===== config.mk =====
export PLATFORM = sky130hd
export DESIGN_NAME = wb_arbiter
export DESIGN_NICKNAME = d
export VERILOG_FILES = /design/src/rtl/wb_arbiter_pkg.sv /design/src/rtl/wb_fifo.sv /design/src/rtl/wb_arbiter.sv
export SDC_FILE = /design/constraint.sdc
export NUM_CORES = 1
export LEC_CHECK = 0
export CAP_MARGIN = 20
export CORE_ASPECT_RATIO = 0.75
export CORE_MARGIN = 2
export CORE_UTILIZATION = 55
export CTS_BUF_LIST = sky130_fd_sc_hd__clkbuf_4 sky130_fd_sc_hd__clkbuf_8
export DETAILED_ROUTE_END_ITERATION = 10
export PLACE_DENSITY = 0.85
export SYNTH_ARGS = -nofsm -noshare
export SYNTH_HDL_FRONTEND = slang
export SYNTH_SLANG_ARGS = --single-unit

===== constraint.sdc =====
create_clock -name clk -period 6.5 [get_ports clk]
set_clock_uncertainty 0.2 [all_clocks]
set_input_delay 1.3 -clock clk [delete_from_list [all_inputs] [get_ports clk]]
set_output_delay 1.3 -clock clk [all_outputs]
set_load 0.02 [all_outputs]

===== src/rtl/wb_arbiter_pkg.sv =====
// -----------------------------------------------------------------------------
// wb_arbiter_pkg
// Shared definitions for the writeback stage:
//   WIDTH      - register / data path width
//   REGADDR    - register address width
//   wb_entry_t - one pending register-file write {rd, data}
// -----------------------------------------------------------------------------
package wb_arbiter_pkg;

    localparam int WIDTH   = 32;
    localparam int REGADDR = 5;

    typedef struct packed {
        logic [REGADDR-1:0] rd;
        logic [WIDTH-1:0]   data;
    } wb_entry_t;

endpackage


===== src/rtl/wb_fifo.sv =====
// -----------------------------------------------------------------------------
// wb_fifo
// Synchronous in-order FIFO of wb_entry_t, used to hold ALU results while a
// load return owns the register-file write port.
// Ports:
//   clk, rst_n - rising-edge clock, synchronous active-low reset
//   push, din  - write din at the tail (caller guarantees !full or pop)
//   pop, dout  - dout is the current head; pop advances past it
//   count      - occupancy, 0..DEPTH
//   full/empty - count == DEPTH / count == 0
// Storage is not reset; only pointers and count are cleared.
// -----------------------------------------------------------------------------
module wb_fifo
    import wb_arbiter_pkg::*;
#(
    parameter int   DEPTH = 4,
    localparam int  CNT_W = $clog2(DEPTH) + 1,
    localparam int  PTR_W = $clog2(DEPTH)
) (
    input  logic             clk,
    input  logic             rst_n,
    input  logic             push,
    input  logic             pop,
    input  wb_entry_t        din,
    output wb_entry_t        dout,
    output logic [CNT_W-1:0] count,
    output logic             full,
    output logic             empty
);

    wb_entry_t        entries [DEPTH];
    logic [PTR_W-1:0] wrPtr;
    logic [PTR_W-1:0] rdPtr;

    assign full  = (count == CNT_W'(DEPTH));
    assign empty = (count == '0);
    assign dout  = entries[rdPtr];

    always_ff @(posedge clk) begin
        if (rst_n && push) begin
            entries[wrPtr] <= din;
        end
    end

    // DEPTH is a power of two, so the pointers wrap by natural overflow.
    always_ff @(posedge clk) begin
        if (!rst_n) begin
            wrPtr <= '0;
            rdPtr <= '0;
            count <= '0;
        end else begin
            if (push) wrPtr <= wrPtr + 1'b1;
            if (pop)  rdPtr <= rdPtr + 1'b1;
            if (push && !pop)      count <= count + 1'b1;
            else if (pop && !push) count <= count - 1'b1;
        end
    end

    overflowCheck:  assert property (@(posedge clk) disable iff (!rst_n) !(push && !pop && full));
    underflowCheck: assert property (@(posedge clk) disable iff (!rst_n) !(pop && empty));

endmodule


===== src/rtl/wb_arbiter.sv =====
// -----------------------------------------------------------------------------
// wb_arbiter
// Writeback stage driving the register file's single write port. Merges
// single-cycle ALU results (back-pressurable) with late load returns (never
// stalled). ALU results that lose the port are queued in order in wb_fifo.
// Writes to x0 are consumed and dropped from both sources.
//
// Handshake: an ALU result transfers on a rising edge where alu_valid and
// alu_ready are both high; alu_ready does not depend on alu_valid. mem_valid
// has no ready and is always taken.
//
// Ports:
//   clk, rst_n                   - clock, synchronous active-low reset
//   alu_valid/alu_ready/alu_rd/alu_data - ALU result stream
//   mem_valid/mem_rd/mem_data    - load return (always accepted)
//   RegWrite/RW/busW             - registered register-file write port
//   fifo_count                   - pending ALU results
//   RA/RB                        - decode read addresses for bypass compare
//   byp_a_hit/byp_b_hit/byp_data - bypass of the write in flight this cycle
//
// Optional: define WB_BYPASS_EN to enable the bypass outputs; otherwise they
// are tied to zero and RA/RB are unused.
// -----------------------------------------------------------------------------
module wb_arbiter
    import wb_arbiter_pkg::*;
#(
    parameter int   FIFO_DEPTH = 4,
    localparam int  CNT_W      = $clog2(FIFO_DEPTH) + 1
) (
    input  logic               clk,
    input  logic               rst_n,
    input  logic               alu_valid,
    output logic               alu_ready,
    input  logic [REGADDR-1:0] alu_rd,
    input  logic [WIDTH-1:0]   alu_data,
    input  logic               mem_valid,
    input  logic [REGADDR-1:0] mem_rd,
    input  logic [WIDTH-1:0]   mem_data,
    output logic               RegWrite,
    output logic [REGADDR-1:0] RW,
    output logic [WIDTH-1:0]   busW,
    output logic [CNT_W-1:0]   fifo_count,
    input  logic [REGADDR-1:0] RA,
    input  logic [REGADDR-1:0] RB,
    output logic               byp_a_hit,
    output logic               byp_b_hit,
    output logic [WIDTH-1:0]   byp_data
);

    logic      fifoPush;
    logic      fifoPop;
    logic      fifoFull;
    logic      fifoEmpty;
    wb_entry_t fifoDin;
    wb_entry_t fifoHead;

    logic               aluAccept;
    logic               aluLive;
    logic               memCommit;
    logic               directAlu;
    logic               commitValid;
    logic [REGADDR-1:0] commitRd;
    logic [WIDTH-1:0]   commitData;

    // No same-cycle pop credit: a full FIFO stalls the ALU even if the head
    // commits this cycle.
    assign alu_ready = rst_n && !fifoFull;

    assign aluAccept = alu_valid && alu_ready;
    assign aluLive   = aluAccept && (alu_rd != '0);
    assign memCommit = mem_valid && (mem_rd != '0);

    // A load always wins; the FIFO head comes next; the ALU result may only
    // bypass the FIFO when nothing is queued ahead of it, which keeps ALU order.
    assign fifoPop   = !memCommit && !fifoEmpty;
    assign directAlu = aluLive && !memCommit && fifoEmpty;
    assign fifoPush  = aluLive && !directAlu;
    assign fifoDin   = '{rd: alu_rd, data: alu_data};

    wb_fifo #(
        .DEPTH (FIFO_DEPTH)
    ) u_fifo (
        .clk   (clk),
        .rst_n (rst_n),
        .push  (fifoPush),
        .pop   (fifoPop),
        .din   (fifoDin),
        .dout  (fifoHead),
        .count (fifo_count),
        .full  (fifoFull),
        .empty (fifoEmpty)
    );

    always_comb begin
        commitValid = 1'b0;
        commitRd    = '0;
        commitData  = '0;
        if (memCommit) begin
            commitValid = 1'b1;
            commitRd    = mem_rd;
            commitData  = mem_data;
        end else if (!fifoEmpty) begin
            commitValid = 1'b1;
            commitRd    = fifoHead.rd;
            commitData  = fifoHead.data;
        end else if (directAlu) begin
            commitValid = 1'b1;
            commitRd    = alu_rd;
            commitData  = alu_data;
        end
    end

    // RW/busW hold their last value on idle cycles; only RegWrite drops.
    always_ff @(posedge clk) begin
        if (!rst_n) begin
            RegWrite <= 1'b0;
            RW       <= '0;
            busW     <= '0;
        end else begin
            RegWrite <= commitValid;
            if (commitValid) begin
                RW   <= commitRd;
                busW <= commitData;
            end
        end
    end

`ifdef WB_BYPASS_EN
    // The register file still returns old data during the write cycle, so
    // decode takes busW directly on an address match (x0 never bypasses).
    assign byp_a_hit = RegWrite && (RW == RA) && (RA != '0);
    assign byp_b_hit = RegWrite && (RW == RB) && (RB != '0);
    assign byp_data  = busW;
`else
    logic unusedBypassInputs;
    assign unusedBypassInputs = ^{RA, RB};
    assign byp_a_hit = 1'b0;
    assign byp_b_hit = 1'b0;
    assign byp_data  = '0;
`endif

endmodule


After elaboration in Yosys (flattened, before gate mapping)
Memory sizes are Yosys's and may differ from the RTL's. A register that Yosys moved wholly into a read port is not among the register bits. Cells that the tools add are included. Widths: inputs -> output; s select.

Reductions and logical operators: 21. Add/subtract/negate cells: 4. Eq/ne operators: 1. Mux-type cells: 15.

Operators by type and width (count): $mux 32 (3); $mux 5 (3); $logic_and 1x1->1 (11); $reduce_bool 5->1 (2); $logic_not 1->1 (6); $mux 3 (2); $mux 1 (5); $add 2x1->2 const B (2); $mux 2 (2); $add 3x1->3 const B (1); $eq 3x3->1 const B (1); $logic_not 3->1 (1); $sub 3x1->3 const B (1); $reduce_bool 2->1 (1).

Bits of input ports: 88. Memory bits (writable): 148. Register bits after elaboration: 45. Logic and storage cells: 48. Memories: 1.

Memory list: u_fifo.entries (depth 4, width 37, read ports 1, clocked after memory_dff 1, write ports 1, RTL line wb_fifo.sv:31) `wb_entry_t entries [DEPTH];`.

Logic depth before layout (Yosys ltp)
Gate-level depths: netlist (run 1).

Depth after elaboration: 13. Gate-level depth with buffers: 10.

By module
A second synthesis (run 1) with hierarchy kept.

Cells, all modules: 539. Area total of the unflattened synthesis: 8473.1 um^2.

By module, submodules not included: wb_fifo (area each 5844.4 um^2, cells an instance 237, times used 1); wb_arbiter (area each 2628.8 um^2, cells an instance 302, times used 1).

Worst setup path after synthesis (run 1)
OpenSTA, ideal clock, no wires.

Kind: input to register. Start: input mem_valid. End: memory u_fifo.entries[0][0] (netlist name), enable pin. Data arrival time: 3.064 ns. Required time: 5.902 ns. Setup slack: 2.838 ns. Buffers on the path: 2. Setup time: 0.398 ns. Cell stages on the path: 5. Cells stage by stage: buf_2 nor4_1 a21oi_1 clkbuf_1 and3_1.

Word-level cells in the longest chain between the ends: 9.

Ends and longest elaborated chain: start, declared (RTL line wb_arbiter.sv:36) `input logic mem_valid,`; $logic_and 1x1->1 (RTL line wb_arbiter.sv:71) `assign memCommit = mem_valid && (mem_rd != '0);`; $logic_not 1->1 (RTL line wb_arbiter.sv:76) `assign directAlu = aluLive && !memCommit && fifoEmpty;`; $logic_and 1x1->1 (2 in series) (RTL line wb_arbiter.sv:76); $logic_not 1->1 (RTL line wb_arbiter.sv:77) `assign fifoPush = aluLive && !directAlu;`; $logic_and 1x1->1 (RTL line wb_arbiter.sv:77); $logic_and 1x1->1 (RTL line wb_fifo.sv:40) `if (rst_n && push) begin`; $mux 1 (RTL line wb_fifo.sv:40); $mux 1 (not written as such) (RTL line wb_fifo.sv:41) `entries[wrPtr] <= din;`; end, declared (RTL line wb_fifo.sv:31).

No other way between the ends.

Worst setup path after layout (run 1)
Start: input alu_rd[4]. End: memory u_fifo.entries[3][14] (netlist name), enable pin.

Word-level cells in the longest chain between the ends: 9.

Ends and longest elaborated chain: start, declared (RTL line wb_arbiter.sv:34) `input logic [REGADDR-1:0] alu_rd,`; $reduce_bool 5->1 * (RTL line wb_arbiter.sv:70) `assign aluLive = aluAccept && (alu_rd != '0);`; $logic_and 1x1->1 * (RTL line wb_arbiter.sv:70); $logic_and 1x1->1 (2 in series) (RTL line wb_arbiter.sv:76); $logic_not 1->1 (RTL line wb_arbiter.sv:77); $logic_and 1x1->1 * (RTL line wb_arbiter.sv:77); $logic_and 1x1->1 * (RTL line wb_fifo.sv:40); $mux 1 * (RTL line wb_fifo.sv:40); $mux 1 (not written as such) * (RTL line wb_fifo.sv:41).

Mark *: on every way between the ends. The rest lies on a longest branch, timed or not.

==> impl_metrics.ini, run 1 <==
[place]
post-dp-hpwl_mm = 11.0
port_buffers = 119
dp_slack_ns = 1.90
gp_congestion = 0.890

[worst_setup_path]
crit_chain = clkdlybuf4s50_1 -> or4_4 -> o211a_2 -> and3_2
cp.arrival_ns = 4.04
max_stage_delay_ns = 1.03
path_class = in -> reg
worstPathRequired_ns = 6.37
critPathMaxFanout = 41
worstSetupStartpointType = input pin
crit_family = simple AND/OR/NAND/NOR gates
path_buf_inv = 1
end_kind = flip-flop
critPathSlowestCell = and3_2

[timing]
max_freq_mhz = 240
finalSetupTns_ns = 0
worst_slack_ns = 2.33
rsz0062_at_grt = no
setup_violations = 0
whs_ns = 0.307
worst_pin_slew_ns = 1.08
post-route-period-util_pct = 64.2
period_minus_slack_ns = 4.17
hold_violations = 0
relSlewSlack_pct = 27.7
slew_viol_final = 0

[synth]
yosysWarnings = 0
synth_area_per_cell_um2 = 14.9
yosys.area.top_type = edfxtp_1
ys_types = 39
synth-seq-area-share_pct = 65.1
yosysTopAreaCellShare_pct = 53.7
synthCells = 556
synth_area_um2 = 8270
synth_area_leaders = edfxtp_1 54%, dfxtp_1 11%, mux4_2 10%
ys_seq_elements = 195

[drt]
dr_wl_met2_mm = 9.31
num_vias = 5146
routed.top_layer = met5
drt-met1-wl_mm = 7.33
routed_via_density = 5.90
route.met3.wl_mm = 1.37
wl_per_cell_um = 20.8
firstDrtPassIters = 5
final_antenna_net_count = 0
wl_mm = 18.1
drt_iter0_markers = 359
drc = 0

[floorplanning]
die_h_um = 110
io_pins = 164
die_w_um = 146
start_util_pct = 56.7
coreArea_um2 = 14600
die_area_um2 = 16000
rows = 38

[global_route]
grt_pass1_vias = 5367
grt_pass1_wl_mm = 27.8
grt_overflow = 0
grt_max_degree = 42
grtUsageTotal_pct = 23.0
grt_antenna_before_repair = 1

[power]
power_w = 0.00345
peakVddDrop_v = 0.000243
power.leakage_nw = 3.20
power_density_nw_per_um2 = 352

[clocking]
cts_made_buffers = 17
hold_buffers = 0
htree_levels = 4
post-cts-setup-buffers = 0
clk_pin_slew_worst_paths_ns = 0.09
clk_latency_ns = 0.45
post_cts_resized = 0
ctsLongestPathBuffers = 2
cts.sinks = 195
cts_root_buffer = clkbuf_8
cts_tree = done

[finish]
drive_above_1_share_pct = 18.2
postLayoutCoreUtil_pct = 67.2
syn2layout_area_growth_pct = 18.5
nets = 753
insertedDiodeCount = 0

[hold_path]
hold_class = reg -> reg

[job]
cap_violations = 0

[run_status]
status = complete, no violations
-- report_power, final --
group / leakage [nW] / internal, W / switching (W)
logic: 1.31 / 0.000529 / 0.000669
clock network: 0.162 / 0.000276 / 0.000410
registers: 1.73 / 0.00147 / 0.0000983
-- synth_stat cells, drive strengths merged --
| master | number |
|---|---|
| a21o | 1 |
| a21oi | 42 |
| a221oi | 2 |
| a311oi | 1 |
| and2 | 2 |
| and3 | 4 |
| buf | 49 |
| clkbuf | 26 |
| conb | 1 |
| dfxtp | 47 |
| edfxtp | 148 |
| fa | 1 |
| ha | 5 |
| inv | 4 |
| mux2i | 4 |
| mux4 | 37 |
| nand2 | 39 |
| nand2b | 3 |
| nand3 | 4 |
| nor2 | 5 |
| nor3 | 5 |
| nor4 | 3 |
| o211a | 1 |
| o211ai | 1 |
| o21a | 1 |
| o21ai | 9 |
| o311ai | 34 |
| o31ai | 34 |
| or2 | 35 |
| or3 | 4 |
| or3b | 1 |
| or4 | 1 |
| xor2 | 2 |
-- kinds of logic (layout without fill, tap and decap cells) --
group	after synthesis	after routing	share of synthesized area (%)
AO/OA/AOI/OAI	126	126	10.7
AND/OR/NAND/NOR	106	106	6.64
adder cells (fa/ha/maj)	6	6	0.999
flip-flops	195	195	65.1
other	1	34	0.0453
XOR/XNOR	2	2	0.212
buffers and inverters	79	162	5.69
multiplexers	41	41	10.6
-- path summary, 6_finish.rpt --
check | startpoint | to | slack (ns) | depth (start not counted)
worst max-delay path | alu_rd[4] | u_fifo.entries[3][14] | 2.33 | 4
worst min-delay path | u_fifo.rdPtr[1] | flip-flop | 0.31 | 2
worst max register to register | u_fifo.count[0] | u_fifo.entries[3][14] | 3.18 | 3
worst min register to register | u_fifo.rdPtr[1] | flip-flop | 0.31 | 2
-- worst reg2reg max path, stage by stage (launching register included) --
cell	delay, ns
dfxtp_1	0.54
or3b_2	0.27
o211a_2	0.88
and3_2	1.04
-- flip-flops by register name (all words and copies together) (netlist names), named ones only --
| register | count |
|---|---|
| u_fifo.count | 3 |
| u_fifo.wrPtr | 2 |
| u_fifo.entries | 148 |
| busW | 32 |
| u_fifo.rdPtr | 2 |
| RegWrite | 1 |
| RW | 5 |
-- through the flow --
| stage | instance area (um2) | std cells |
|---|---|---|
| floorplan | 8390 | 589 |
| global route | 9800 | 872 |
| global placement | 9460 | 840 |
| finish | 9800 | 872 |
| CTS | 9800 | 872 |
| detailed placement | 9460 | 840 |
-- cell type report --
| type | count | area (um2) |
|---|---|---|
| Fill cell | 1020 | 4790 |
| Tap cell | 200 | 250 |
| Timing Repair Buffer | 126 | 1240 |
| Clock inverter | 13 | 85.1 |
| Inverter | 4 | 15.0 |
| Sequential cell | 195 | 5390 |
| Multi-Input combinational cell | 315 | 2570 |
| Clock buffer | 19 | 255 |
-- cells in the final DEF, fill, tap and decap left out, types with 8 or more instances in the layout --
| cell type | instances |
|---|---|
| clkdlybuf4s50_1 | 118 |
| o311ai_0 | 34 |
| clkbuf_8 | 18 |
| o21ai_0 | 8 |
| mux4_2 | 37 |
| conb_1 | 34 |
| dfxtp_1 | 45 |
| or2_2 | 35 |
| o31ai_1 | 34 |
| edfxtp_1 | 148 |
| nand2_1 | 39 |
| a21oi_1 | 41 |
-- per-layer routing --
metal  track usage, %  up-vias
li1                 -     2315
met5                0        -
met2             41.4      245
met3             5.88       17
met4             7.00        2
met1             28.0     2567
Power figures use the tool's default switching activity.
==> run 2: changes to the inputs <==
--- a/config.mk
+++ b/config.mk
@@ -8,10 +8,10 @@
 export CAP_MARGIN = 20
 export CORE_ASPECT_RATIO = 0.75
 export CORE_MARGIN = 2
-export CORE_UTILIZATION = 55
+export CORE_UTILIZATION = 53
 export CTS_BUF_LIST = sky130_fd_sc_hd__clkbuf_4 sky130_fd_sc_hd__clkbuf_8
 export DETAILED_ROUTE_END_ITERATION = 10
-export PLACE_DENSITY = 0.85
+export PLACE_DENSITY = 0.83
 export SYNTH_ARGS = -nofsm -noshare
 export SYNTH_HDL_FRONTEND = slang
 export SYNTH_SLANG_ARGS = --single-unit
==> constraint.sdc (replaced) <==
create_clock -name clk -period 4.3 [get_ports clk]
set_clock_uncertainty 0.2 [all_clocks]
set_input_delay 0.86 -clock clk [delete_from_list [all_inputs] [get_ports clk]]
set_output_delay 0.86 -clock clk [all_outputs]
set_load 0.02 [all_outputs]
==> impl_metrics.ini, run 2 (same netlist as run 1, synthesis figures left out) <==
[place]
port_buffers = 119
dp_cells = 850
gp_congestion = 0.735
post-dp-hpwl_mm = 11.4
placed_cell_area_um2 = 9510

[power]
swShare_pct = 32.7
power.leakage_nw = 3.29
power_frac_seq_pct = 43.1
peakVddDrop_v = 0.000335
p_comb_share_pct = 34.0
power_frac_clock_pct = 23.0
power.internal_w = 0.00368
power_density_nw_per_um2 = 551
p_switching_w = 0.00179

[clocking]
htree_levels = 4
cts_tree = done
ctsLongestPathBuffers = 2
post-cts-setup-buffers = 0
hold_buffers = 0
cts.sinks = 195
clk_latency_ns = 0.47
cts_made_buffers = 17
cts_root_buffer = clkbuf_8
post_cts_resized = 0
clk_pin_slew_worst_paths_ns = 0.09

[worst_setup_path]
path_class = in -> reg
path_buf_inv = 1
crit_chain = clkdlybuf4s50_1 -> or4_4 -> o211a_2 -> and3_2
crit_family = simple AND/OR/NAND/NOR gates
cp.arrival_ns = 3.24
max_stage_delay_ns = 0.99
end_kind = flip-flop
cp-startpoint = alu_rd[1]
worstSetupStartpointType = input pin
critPathSlowestCell = and3_2
worstPathRequired_ns = 4.19
rr_startpoint = u_fifo.count[0]
critPathMaxFanout = 37

[floorplanning]
die_h_um = 112
io_pins = 164
die_area_um2 = 16600
rows = 39
coreArea_um2 = 15200
die_w_um = 148
start_util_pct = 54.3

[global_route]
grt_antenna_before_repair = 0
grt_pass1_vias = 5495
grt_max_degree = 41
grt_overflow = 0
grt_pass1_wl_mm = 29.7
grtUsageTotal_pct = 23.8

[finish]
nets = 758
finalInstanceArea_um2 = 9930
largest_reg_flops = 148
insertedDiodeCount = 0
mostFrequentLayoutCell = edfxtp_1
stdcell_count = 882
regMostFlops = u_fifo.entries
top_regs = u_fifo.entries: 148 flops, busW: 32 flops, RW: 5 flops
final_cell_mix = 148 x edfxtp_1, 118 x clkdlybuf4s50_1, 45 x dfxtp_1
syn2layout_area_growth_pct = 20.1
drive_above_1_share_pct = 19.5
postLayoutCoreUtil_pct = 65.2

[timing]
setup_violations = 0
whs_ns = 0.289
relSlewSlack_pct = 30.5
post-route-period-util_pct = 78.0
hold_violations = 0
max_freq_mhz = 298
slew_viol_final = 0
worst_pin_slew_ns = 1.04
finalSetupTns_ns = 0
period_minus_slack_ns = 3.35
rsz0062_at_grt = no

[hold_path]
holdCritStartpoint = u_fifo.rdPtr[1]
hold_class = reg -> reg

[drt]
num_vias = 5275
final_antenna_net_count = 0
firstDrtPassIters = 4
drt_iter0_markers = 463
drc = 0
wl_mm = 18.9
wl_per_cell_um = 21.4
routed_via_density = 5.98

[run_status]
status = complete, no violations

[job]
cap_violations = 0
## run 2: tightest hold or removal path, stage by stage, from the launching register on
cell	delay, ns
dfxtp_1	0.32
nand2_1	0.06
mux2i_1	0.07
## run 2: final timing paths
| path | slack (ns) | to | depth (start not counted) |
|---|---|---|---|
| hold / removal | 0.29 | flip-flop | 2 |
| setup / recovery | 0.95 | u_fifo.entries[2][28] | 4 |
| hold reg to reg | 0.29 | flip-flop | 2 |
| setup reg to reg | 1.34 | u_fifo.entries[2][28] | 3 |
## run 2: per-stage QoR
stage	power [W]	worst slack, ns
2_1_floorplan	0.00357	1.08
3_3_place_gp	0.00417	0.558
3_5_place_dp	0.00425	0.474
4_1_cts	0.00550	0.968
5_1_grt	0.00572	0.817
6_report	0.00548	0.946
## run 2: cell type report
type                            count  area, um2
Sequential cell                   195       5390
Fill cell                        1033       5290
Multi-Input combinational cell    315       2570
Timing Repair Buffer              131       1280
Clock buffer                       23        298
Tap cell                          205        256
Clock inverter                      9        128
Inverter                            4       15.0
## run 2: power by group through the flow
| stage | clock network (W) | logic [W] | registers, W |
|---|---|---|---|
| floorplan | 0 | 0.00111 | 0.00247 |
| global placement | 0 | 0.00178 | 0.00238 |
| detailed placement | 0 | 0.00185 | 0.00240 |
| CTS | 0.00128 | 0.00186 | 0.00236 |
| global route | 0.00135 | 0.00199 | 0.00238 |
| finish | 0.00126 | 0.00186 | 0.00236 |
## run 2: per-layer routing
metal  routed length, um  global-route usage, %
met5                   0                      0
met4                 477                   10.6
met3                1560                   5.81
met2                9160                   38.3
met1                7710                   31.1
==> RTL edit 1: new RTL, flow settings as in run 2 <==
Build with the macro `WB_BYPASS_EN` defined.
--- a/src/rtl/wb_arbiter.sv
+++ b/src/rtl/wb_arbiter.sv
@@ -21,6 +21,8 @@
 // Optional: define WB_BYPASS_EN to enable the bypass outputs; otherwise they
 // are tied to zero and RA/RB are unused.
 // -----------------------------------------------------------------------------
+`define WB_BYPASS_EN
+
 module wb_arbiter
     import wb_arbiter_pkg::*;
 #(
Behaviour: not the same (a bounded check fails within 4 cycles, from zero or initial values and one cycle with rst_n low).
==> RTL edit 1 against run 2 <==
Sequential cell count unchanged. Count of clock-buffer cells in the layout decreased by 6. Synthesized area up 1.6%. Final area up 4.6%. Wire length rose by 6.4%. Setup slack worse by 0.38 ns. Power rose by 6.8%. Die area rose by 1.6%. Critical endpoint is now u_fifo.count[2].
==> RTL edit 1: results <==
export IMPL_status="completed"
export IMPL_synth_compound_area_frac=0.0951
export IMPL_path_delay_family="compound AO/OA/AOI/OAI gates"
export IMPL_synth_xor_xnor_area_share=0.0104
export IMPL_r2r_cells=9
export IMPL_num_nets_final=807
export IMPL_gr_usage_all_layers=0.245
export IMPL_yosysUniqueCellTypes=44
export IMPL_max_stage_delay_ns=0.62
export IMPL_ir_worst_vdd_v=0.000459
export IMPL_critPathMaxFanout=7
export IMPL_pre_cts_slack_ns=0.173
export IMPL_netlist_top_cells_count="edfxtp_1 (148), nand2_1 (50), dfxtp_1 (47), mux4_2 (37), nor3_1 (36)"
export IMPL_grtUsageMet1=0.333
export IMPL_synth_mux_area_frac=0.103
export IMPL_ctsResizeCount=0
export IMPL_setup_slack_ns=0.567
export IMPL_vias_per_cell=6.03
export IMPL_slew_limit_headroom=0.278
export IMPL_drive_gt1_frac=0.143
export IMPL_worstPathArrival_ns=3.91
export IMPL_antenna_found_initial=1
export IMPL_globalRouteMet3Util=0.0556
export IMPL_totalWireLength_um=20100
export IMPL_reg2reg_slack_ns=1.04
export IMPL_gp_congestion=0.830
export IMPL_dp_hpwl_um=12800
export IMPL_synth_seq_area_share=0.641
export IMPL_dpl_cell_area_um2=9980
export IMPL_whs_ns=0.293
export IMPL_synth_area_leaders="edfxtp_1 (53%), dfxtp_1 (11%), mux4_2 (9.9%)"
export IMPL_nFillCells=1054
export IMPL_grt_start_max_net_pins=53
export IMPL_firstDrtPassIters=5
export IMPL_io_buffers=163
export IMPL_dp_cells=899
export IMPL_drt_iter0_markers=550
export IMPL_r2r_end="u_fifo.count[2]"
export IMPL_synthAdderAreaFrac=0.00983
export IMPL_vias=5622
export IMPL_synthCells=597
export IMPL_cpMaxStageDelayCell="clkdlybuf4s50_1"
export IMPL_met2_usage=0.396
-- RTL edit 1: cell count changes in the layout (fill, tap and decap cells not counted), sizes merged, moves of 19 or more --
cell,delta
a211oi,+19
a21oi,-37
a31oi,+22
and2,+25
clkdlybuf4s50,+44
conb,-34
nor3,+31
o311ai,-34
o31ai,-30
or2,-35
-- RTL edit 1: layout make-up --
cell class,instances,area [um^2],share of cell area
Sequential cell,195,5390,0.519
Multi-Input combinational cell,322,2620,0.252
Timing Repair Buffer,173,1700,0.164
Tap cell,205,256,0.0247
Clock buffer,17,234,0.0225
Clock inverter,15,169,0.0163
Inverter,4,15.0,0.00145
Antenna cell,1,2.50,0.000241
-- RTL edit 1: power by group --
part / switching [mW] / total (mW) / internal [mW]
sequential: 0.217 / 2.47 / 2.25
combinational: 1.20 / 2.16 / 0.959
clock: 0.684 / 1.22 / 0.535
-- RTL edit 1: worst register-to-register path: cells and delay by family, from the launching register on --
family,cells,cell delay (ns)
AOI/OAI and AO/OA,3,1.09
xor gates and xnor gates,1,0.16
adders and majority gates,2,0.66
buffers and inverters,1,0.06
DFF,1,0.51
and+or+nand+nor,2,0.50
-- RTL edit 1: how the worst max path moves through the flow --
stage | cells past startpoint | from | to
detailed placement | 11 | alu_rd[1] | u_fifo.count[2]
CTS | 11 | alu_rd[4] | u_fifo.count[2]
floorplan | 4 | alu_rd[1] | u_fifo.entries[0][0]
global route | 11 | alu_rd[4] | u_fifo.count[2]
finish | 11 | alu_rd[4] | u_fifo.count[2]
global placement | 11 | alu_rd[1] | u_fifo.count[2]
-- RTL edit 1: layer usage --
metal  wire [um]  vias up  part of all wire
met5           0        -                 0
met4         418        0             0.021
met3        1780       35             0.089
met2        9900      284              0.49
met1        8000     2806              0.40
li1            -     2497                 -
==> RTL edit 2: new RTL, flow settings as in run 2 <==
Without the edit above. Register the output `fifo_count`, with the module's reset; this adds one clock of latency there. The other outputs are not delayed to match.
--- a/src/rtl/wb_arbiter.sv
+++ b/src/rtl/wb_arbiter.sv
@@ -47,6 +47,8 @@
     output logic [WIDTH-1:0]   byp_data
 );
 
+    logic [CNT_W-1:0] fifo_count_d;
+
     logic      fifoPush;
     logic      fifoPop;
     logic      fifoFull;
@@ -86,7 +88,7 @@
         .pop   (fifoPop),
         .din   (fifoDin),
         .dout  (fifoHead),
-        .count (fifo_count),
+        .count (fifo_count_d),
         .full  (fifoFull),
         .empty (fifoEmpty)
     );
@@ -139,5 +141,13 @@
     assign byp_data  = '0;
 `endif
 
+    always_ff @(posedge clk) begin
+        if (!rst_n) begin
+            fifo_count <= '0;
+        end else begin
+            fifo_count <= fifo_count_d;
+        end
+    end
+
 endmodule
 
Check against the original RTL: not equivalent (Yosys sat finds a counterexample within 4 cycles, from zero or initial values and one cycle with rst_n low).
==> RTL edit 2 against run 2 <==
Power grew 2.0%. Sequential cell count grew 3. Final area grew 0.98%. Wire length shrank 3.0%. Via count shrank 1.4%. Setup slack gained 0.11 ns. Register-to-register slack lost 0.09 ns. Synthesized area grew 1.8%.
==> RTL edit 2: results <==
export IMPL_synth_mux_area_frac=0.103
export IMPL_num_nets_final=757
export IMPL_worst_slew_pin_slew_ns=1.05
export IMPL_min_delay_start="busW[16]"
export IMPL_multi_input_area_share=0.266
export IMPL_nFillCells=1077
export IMPL_clkbuf_count=18
export IMPL_drt_iter0_markers=377
export IMPL_gr_usage_all_layers=0.223
export IMPL_grt_start_max_net_pins=70
export IMPL_netlist_top_cells_count="edfxtp_1 (148), dfxtp_1 (50), mux4_2 (37), o21ai_0 (37)"
export IMPL_synthAdderAreaFrac=0.00981
export IMPL_cp_startpoint="rst_n"
export IMPL_p_leak_nw=3.23
export IMPL_syn_area_per_cell_um2=15.1
export IMPL_grt_pass1_vias=5255
export IMPL_worstPathArrival_ns=2.18
export IMPL_yosysUniqueCellTypes=48
export IMPL_dp_cells=849
export IMPL_synth_xor_xnor_area_share=0.00208
export IMPL_status="completed"
export IMPL_totalWireLength_um=18300
export IMPL_wire_per_inst_um=20.8
export IMPL_r2r_cells=8
export IMPL_comb_multi_input_count=313
export IMPL_cts_sinks=198
export IMPL_buffers_excl_clock=129
export IMPL_gp_congestion=0.753
export IMPL_synth_area_leaders="edfxtp_1 (53%), dfxtp_1 (12%), mux4_2 (9.9%)"
export IMPL_vias=5202
export IMPL_firstDrtPassIters=5
RTL edit 2: changes by cell type after synthesis, moves of 10 or more:
| cell | delta |
|---|---|
| nor2_1 | +30 |
| or2_2 | -33 |
| o2bb2ai_2 | +10 |
| a211oi_2 | +17 |
| o31ai_1 | -33 |
| o21ai_0 | +29 |
| a211oi_1 | +15 |
| o311ai_0 | -33 |
| nor3_1 | +29 |
| o2bb2ai_1 | +22 |
| a21oi_1 | -33 |
| nand2_1 | -30 |
RTL edit 2: worst max-delay path, cell delays in order:
cell and delay (ns):
buf_2 0.09, buf_4 0.43, and2_1 0.20, clkdlybuf4s50_1 0.60
RTL edit 2: cells by family (layout without fill, tap and decap cells):
family                   Yosys count  in the layout
AO/OA/AOI/OAI                    124            124
XOR/XNOR                           2              2
adder cells (fa/ha/maj)            6              6
buffers and inverters             79            165
flip-flops                       198            198
multiplexers                      40             40
other                              1             34
AND/OR/NAND/NOR                  107            107
RTL edit 2: per-layer routing:
metal  GRT usage  part of all wire
met1       0.298              0.41
met2       0.360              0.49
met3      0.0569             0.090
met4      0.0781             0.015
met5           0                 0
RTL edit 2: final timing paths:
check	endpoint	slack [ns]
max	alu_ready	1.06
min	busW[16]	0.30
max reg2reg	u_fifo.count[2]	1.25
min reg2reg	busW[16]	0.30
RTL edit 2: stage by stage:
step	instance area [um^2]	setup slack, ns	hold WS (ns)	total power [mW]	utilization
floorplan	8540	1.17	0.249	3.77	-
global placement	9640	0.706	0.251	4.38	0.627
detailed placement	9650	0.617	0.295	4.47	0.628
CTS	10000	1.05	0.308	5.61	0.653
global route	10000	0.917	0.349	5.86	0.653
finish	10000	1.06	0.302	5.59	0.653
RTL edit 2: report_power, final:
group	switching (mW)	internal [mW]
logic	1.16	0.846
clock network	0.631	0.518
registers	0.173	2.26
total	1.97	3.62
